$ cat config.mk
export PLATFORM = sky130hd
export DESIGN_NAME = seq_detect_prog
export DESIGN_NICKNAME = d
export VERILOG_FILES = /design/src/rtl/seq_detect_prog.sv
export SDC_FILE = /design/constraint.sdc
export NUM_CORES = 1
export LEC_CHECK = 0
export CAP_MARGIN = 10
export CORE_ASPECT_RATIO = 0.6
export CORE_MARGIN = 2
export CORE_UTILIZATION = 30
export CTS_CLUSTER_SIZE = 14
export DETAILED_ROUTE_END_ITERATION = 8
export HOLD_SLACK_MARGIN = 0.08
export PLACE_DENSITY = 0.54
export SLEW_MARGIN = 20
export SYNTH_ARGS = -nofsm -noshare
export SYNTH_HDL_FRONTEND = slang
export SYNTH_SLANG_ARGS = --single-unit
$ cat constraint.sdc
create_clock -name clk -period 5.1 [get_ports clk]
set_input_delay 1.02 -clock clk [delete_from_list [all_inputs] [get_ports clk]]
set_output_delay 1.02 -clock clk [all_outputs]
set_load 0.03 [all_outputs]
$ cat src/rtl/seq_detect_prog.sv
// Programmable Moore serial pattern detector: 1..MAX_LEN bit pattern loaded at run time,
// overlapping or non-overlapping detection, saturating hit counter.
module seq_detect_prog #(
    parameter int MAX_LEN = 8,
    parameter int LEN_W   = $clog2(MAX_LEN + 1),
    parameter int CNT_W   = 8
) (
    input  logic               clk,
    input  logic               rst,
    input  logic               load,
    input  logic [MAX_LEN-1:0] pat_in,
    input  logic [LEN_W-1:0]   len_in,
    input  logic               ovl_in,
    input  logic               en,
    input  logic               x,
    output logic               z,
    output logic [CNT_W-1:0]   match_cnt,
    output logic               armed,
    output logic               cfg_err
);

    typedef enum logic [1:0] {
        IDLE = 2'd0,
        RUN  = 2'd1,
        HIT  = 2'd2
    } state_t;

    localparam logic [LEN_W-1:0] MAX_LEN_W = LEN_W'(MAX_LEN);

    state_t             state;
    state_t             state_nx;

    logic [MAX_LEN-1:0] pat;
    logic [LEN_W-1:0]   len;
    logic               ovl;
    logic [MAX_LEN-1:0] hist;
    logic [LEN_W-1:0]   fill;

    logic               load_ok;
    logic [LEN_W-1:0]   len_eff;
    logic               sampling;
    logic [MAX_LEN-1:0] hist_nx;
    logic [LEN_W-1:0]   fill_inc;
    logic [MAX_LEN-1:0] mask;
    logic               hit_next;
    logic               cnt_full;

    // Shared datapath decode; only the low len bits of history take part in the compare.
    always_comb begin
        load_ok  = load && (len_in != '0);
        len_eff  = (len_in > MAX_LEN_W) ? MAX_LEN_W : len_in;
        sampling = !load && en && (state != IDLE);
        hist_nx  = {hist[MAX_LEN-2:0], x};
        fill_inc = (fill >= MAX_LEN_W) ? MAX_LEN_W : fill + LEN_W'(1);
        mask     = '0;
        for (int unsigned i = 0; i < MAX_LEN; i++) begin
            mask[i] = (i < 32'(len));
        end
        hit_next = sampling && (fill_inc >= len) && (((hist_nx ^ pat) & mask) == '0);
        cnt_full = &match_cnt;
    end

    // State register
    always_ff @(posedge clk or negedge rst) begin
        if (!rst) begin
            state <= IDLE;
        end else begin
            state <= state_nx;
        end
    end

    // Next-state logic; load wins over sampling
    always_comb begin
        state_nx = state;
        if (load) begin
            state_nx = load_ok ? RUN : IDLE;
        end else begin
            case (state)
                IDLE:     state_nx = IDLE;
                RUN, HIT: state_nx = hit_next ? HIT : RUN;
                default:  state_nx = IDLE;
            endcase
        end
    end

    // Outputs decoded from state only
    always_comb begin
        z     = (state == HIT);
        armed = (state != IDLE);
    end

    // Configuration, history, fill and hit counter
    always_ff @(posedge clk or negedge rst) begin
        if (!rst) begin
            pat       <= '0;
            len       <= '0;
            ovl       <= 1'b0;
            hist      <= '0;
            fill      <= '0;
            match_cnt <= '0;
            cfg_err   <= 1'b0;
        end else if (load) begin
            if (load_ok) begin
                pat       <= pat_in;
                len       <= len_eff;
                ovl       <= ovl_in;
                hist      <= '0;
                fill      <= '0;
                match_cnt <= '0;
                cfg_err   <= 1'b0;
            end else begin
                cfg_err   <= 1'b1;
            end
        end else if (sampling) begin
            hist <= hist_nx;
            if (hit_next) begin
                // Non-overlap restarts the fill so the next match needs len fresh samples
                fill <= ovl ? fill_inc : '0;
                if (!cnt_full) begin
                    match_cnt <= match_cnt + CNT_W'(1);
                end
            end else begin
                fill <= fill_inc;
            end
        end
    end

endmodule

==> results of run 1 <==
==> power breakdown <==
group	switching [uW]	total, uW	internal [uW]
logic	78.6	141	62.2
registers	28.3	326	297
clock network	101	245	143
==> cell usage in the layout, fill, tap and decap left out, drive strengths merged, types with 3 or more instances in the layout <==
| cell type | instances |
|---|---|
| buf | 4 |
| nand2b | 8 |
| clkdlybuf4s50 | 28 |
| dfrtp | 35 |
| inv | 12 |
| o211ai | 4 |
| nand3b | 3 |
| o311ai | 3 |
| nand2 | 52 |
| xor2 | 5 |
| o21ai | 9 |
| nand4 | 4 |
| clkbuf | 6 |
| a21oi | 7 |
| ha | 9 |
| xnor2 | 4 |
| nor3 | 6 |
| nand3 | 16 |
| nor2 | 8 |
==> final timing paths <==
kind / slack, ps / cells after the start / startpoint / to
setup / recovery: 1680 / 7 / load / match_cnt[1]
hold / removal: 500 / 2 / pat[4] / pat[4]
setup reg to reg: 2720 / 7 / state[0] / match_cnt[1]
hold reg to reg: 500 / 2 / pat[4] / pat[4]
max in group asynchronous: 3610 / 2 / rst / pat[3]
min in group asynchronous: 1160 / 2 / rst / len[1]
==> stage by stage <==
step                instances  hold slack, ps  area, sq um  worst slack [ps]
CTS                       336             506         2480              1710
finish                    336             498         2480              1680
floorplan                 221             466         1990              2650
global route              336             527         2480              1550
global placement          329             487         2380              1460
detailed placement        329             485         2380              1410
==> cells by family after synthesis <==
family	after synthesis	share of synthesized area
AND/OR/NAND/NOR	109	0.269
AO/OA/AOI/OAI	39	0.154
flip-flops	35	0.439
buffers and inverters	20	0.0414
XOR/XNOR	9	0.0395
adder cells (fa/ha/maj)	9	0.0565
==> layer usage <==
metal	track usage	vias to the layer above	routed length (microns)
met5	0	-	0
met4	0.0475	0	65
met3	0.0376	8	229
met2	0.196	37	1870
met1	0.236	804	2730
li1	-	842	-
==> sequential cells by signal, summed over array words and instances, names as in the netlist <==
| signal | cells |
|---|---|
| ovl | 1 |
| state | 2 |
| fill | 4 |
| pat | 8 |
| hist | 7 |
| match_cnt | 8 |
| cfg_err | 1 |
| len | 4 |
==> area by class of cell <==
cell class / instances / area (sq um) / share of cell area
multi-input cells: 166 / 1050 / 0.421
flip-flops and latches: 35 / 876 / 0.352
repair buffers: 32 / 310 / 0.125
well taps: 84 / 105 / 0.0423
clock buffers: 6 / 72.6 / 0.0292
inverters: 12 / 45.0 / 0.0181
clock inverters: 1 / 30.0 / 0.0121
==> worst max-delay path: stages <==
cell             delay [ps]
clkdlybuf4s50_1         610
buf_4                   290
or3b_2                  630
a221oi_2                250
and4_1                  440
a21oi_2                  90
a221o_1                 250
==> results.ini, run 1 <==
[global_routing]
grt_pass1_vias=1575
grt_max_degree=36
grt-ovfl-total=0
grt_pass1_wl_microns=8200
grt_usage=0.150
antenna_found_initial=0

[route]
avgViaCountPerCell=5.03
wirelength_microns=4900
post_drt_wl_per_cell_microns=14.6
vias=1691
first_pass_iters=4
drc_errors=0
drt_iter0_markers=117
ant_nets=0

[clock_tree]
tritoncts=built
cts_resized=0
post_cts_buffers=0
path_clk_slew_ps=70
cts_sinks=35
cts-root-buf=clkbuf_8
cts_inserted_buffers=5
ctsLongestPathBuffers=2
cts_hold_buf=0
worstSkewPairLatency_ps=290
htree_levels=2

[critical_path]
critical_path_class=in2reg
arrival_ps=3590
crit_fanout=15
required_ps=5280
worstSetupStartpointType=input port
end_kind=register

[floorplan]
fp.coreArea_sq_um=6280
die_h_microns=67.1
boundaryPins=29
dieWidth_microns=109
start_util=0.318
die-area_sq_um=7330
rows=22

[sta]
setup_violations=0
max_freq_ghz=0.293
worst_pin_slew_ps=628
post-route-period-util=0.670
min_period_ps=3420
finClkSkew_ps=5.11
finalSetupTns_ps=0
slew_viol_final=0
hold_viol=0
rsz0062_at_grt=false
maxSlewHeadroom=0.580

[finish]
fillers=671
fin_nets=279
drive_above_1_share=0.0913
area_growth_pct=24.7
diodes=0
utilization=0.396

[power]
p_leak_uw=0.00111
power_density_nw_per_um2=286
peakVddDrop_mv=0.115
total_power_uw=711

[placed_design]
gp_congestion=0.812
post-dp-hpwl_microns=3490
io_buffers=28

[synth]
syn_nets=248
synth_top_area_frac=0.439
synth.distinct_cells=47
synth_edf_count=0
synth_warnings=0
async_reset_ff_frac=1.00
syn_area_per_cell_sq_um=9.02
synthCells=221
synth_top_cells_by_area=dfrtp_1 (44%), nand2_1 (9.8%), ha_1 (5.6%), nand3_1 (4.0%), nand2b_1 (2.5%)
synth-main-ff-cell=dfrtp_1
synth_common_cells=nand2_1 (52), dfrtp_1 (35), nand3_1 (16)
yosysTopAreaCell=dfrtp_1
netlist_area_sq_um=1990
synth.most_common_cell=nand2_1
ys_seq_area_frac=0.439
ys_seq_elements=35

[status]
status=complete, no violations

[hold_path]
min_path_type=reg2reg

[run]
cap_violations=0

Power figures use the tool's default switching activity.
==> run 2, diff against run 1 <==
==> constraint.sdc (replaced) <==
create_clock -name clk -period 3.36 [get_ports clk]
set_input_delay 0.672 -clock clk [delete_from_list [all_inputs] [get_ports clk]]
set_output_delay 0.672 -clock clk [all_outputs]
set_load 0.03 [all_outputs]
==> run 2 against run 1 <==
  * Register-to-register slack got worse by 1800 ps
  * Sequential power increased by 51%
  * Design area increased by 1.2%
  * Critical path type unchanged
  * Die area unchanged
  * Core utilization increased by 0.48 points
  * Flip-flop and latch count unchanged
  * Critical endpoint unchanged
  * Critical path depth decreased by 1
  * First-iteration DRC count increased by 1.7%
  * Final cell count increased by 0.30%
==> results.ini, run 2 (same netlist as run 1, synthesis figures left out) <==
[status]
status=complete, no violations

[finish]
diodes=0  ; unchanged
area_growth_pct=26.2
reg.largest.list=match_cnt x8, pat x8, hist x7
final_cell_mix=nand2_1 (52), dfrtp_1 (35), clkdlybuf4s50_1 (28), nand3_1 (16), inv_1 (11)
fin_cells=337  ; +0.30%
utilization=0.401  ; +0.00479
fin_nets=279  ; unchanged
drive_above_1_share=0.0949  ; +0.00359
final_common_cell=nand2_1

[critical_path]
arrival_ps=2780  ; -810 ps
critical_path_depth=6  ; -1
critical_path_class=in2reg
r2r_start=fill[0]
rrSetupSlack_ps=970  ; -1750 ps
worstSetupStartpointType=input port
crit_fanout=12  ; -3
cp_slowest_cell=or3b_2
required_ps=3530  ; -1750 ps
crit_start=load
critPathBufInv=1  ; -1
ff2ff_path_depth=8  ; +1
end_kind=register
slowest_delay_ps=630  ; about the same
cp_top_family=simple AND/OR/NAND/NOR gates
path_cells=clkdlybuf4s50_1, or3b_2, a221oi_2, and4_1, a21oi_2, a221o_1

[hold_path]
min_path_cells=2  ; unchanged
min_from=cfg_err
min_path_type=reg2reg

[route]
avgViaCountPerCell=5.02  ; -0.18%
ant_nets=0  ; unchanged
first_pass_iters=6  ; +2
post_drt_wl_per_cell_microns=14.8  ; +1.4%
vias=1693  ; +0.12%
drt_iter0_markers=119  ; +1.7%
drc_errors=0  ; unchanged
wirelength_microns=4980  ; +1.7%

[power]
total_power_uw=1170  ; +64%
peakVddDrop_mv=0.232  ; +100%
p_leak_uw=0.00112  ; +1.3%
power_density_nw_per_um2=464  ; +62%

[clock_tree]
htree_levels=2  ; unchanged
tritoncts=built
ctsLongestPathBuffers=2  ; unchanged
cts-root-buf=clkbuf_8
post_cts_buffers=0  ; unchanged
cts_hold_buf=0  ; unchanged
cts_resized=0  ; unchanged
cts_sinks=35  ; unchanged
path_clk_slew_ps=80  ; about the same
cts_inserted_buffers=5  ; unchanged
worstSkewPairLatency_ps=280  ; about the same

[floorplan]
rows=22  ; unchanged
start_util=0.318  ; unchanged
fp.coreArea_sq_um=6280  ; unchanged
die-area_sq_um=7330  ; unchanged
boundaryPins=29  ; unchanged
die_h_microns=67.1  ; unchanged
dieWidth_microns=109  ; unchanged

[sta]
hold_viol=0  ; unchanged
setup_violations=0  ; unchanged
slew_viol_final=0  ; unchanged
finClkSkew_ps=5.30  ; +0.188 ps
worst_pin_slew_ps=667  ; +39.1 ps
post-route-period-util=0.776
min_period_ps=2610
maxSlewHeadroom=0.554  ; -0.0262
max_freq_ghz=0.383
finalSetupTns_ps=0  ; unchanged
holdWs_ps=499  ; +0.874 ps
rsz0062_at_grt=false

[global_routing]
grt_usage=0.148  ; -0.00222
grt_max_degree=36  ; unchanged
grt_pass1_vias=1528  ; -3.0%
grt_pass1_wl_microns=8090  ; -1.4%
grt-ovfl-total=0  ; unchanged
antenna_found_initial=0  ; unchanged

[placed_design]
io_buffers=28  ; unchanged
post-dp-hpwl_microns=3570  ; +2.3%
place_inst=329  ; unchanged
gp_congestion=0.810  ; -0.27%

[run]
cap_violations=0  ; unchanged

[run 2: layout make-up]
cell class                 count  area (sq um)
clock inverter                 2          60.1
tap                           84           105
multi-input combinational    166          1050
inverter                      12          45.0
sequential                    35           876
clock buffer                   6          72.6
timing repair buffer          32           310
fill                         676          3760
[run 2: worst min-delay path, cell delays in order (launching register included)]
cell     delay [ps]
dfrtp_1         340
nor2_1           40
nor2_1           80
[run 2: per-stage QoR]
stage          setup WS (ps)  cell area, sq um
6_report                 751              2510
5_1_grt                  652              2510
4_1_cts                  770              2510
3_5_place_dp             460              2380
3_3_place_gp             503              2380
2_1_floorplan           1180              1990
[run 2: final timing paths]
check                          endpoint
setup / recovery           match_cnt[1]
hold / removal                  cfg_err
min in group asynchronous        len[0]
setup reg to reg           match_cnt[1]
hold reg to reg                 cfg_err
max in group asynchronous        len[2]
[run 2: routing by layer]
metal | global-route usage | up-vias | routed length (microns) | part of all wire
met1 | 0.229 | 810 | 2750 | 0.55
met2 | 0.200 | 42 | 1950 | 0.39
met3 | 0.0386 | 2 | 261 | 0.052
met4 | 0.0380 | 0 | 21 | 0.0042
met5 | 0 | - | 0 | 0
li1 | - | 839 | - | -
[run 2: report_power, final]
group / switching (uW) / internal [uW] / leakage, uW
logic: 122 / 94.3 / 0.000602
clock network: 160 / 297 / 0.0000654
registers: 42.0 / 451 / 0.000457
total: 324 / 842 / 0.00112
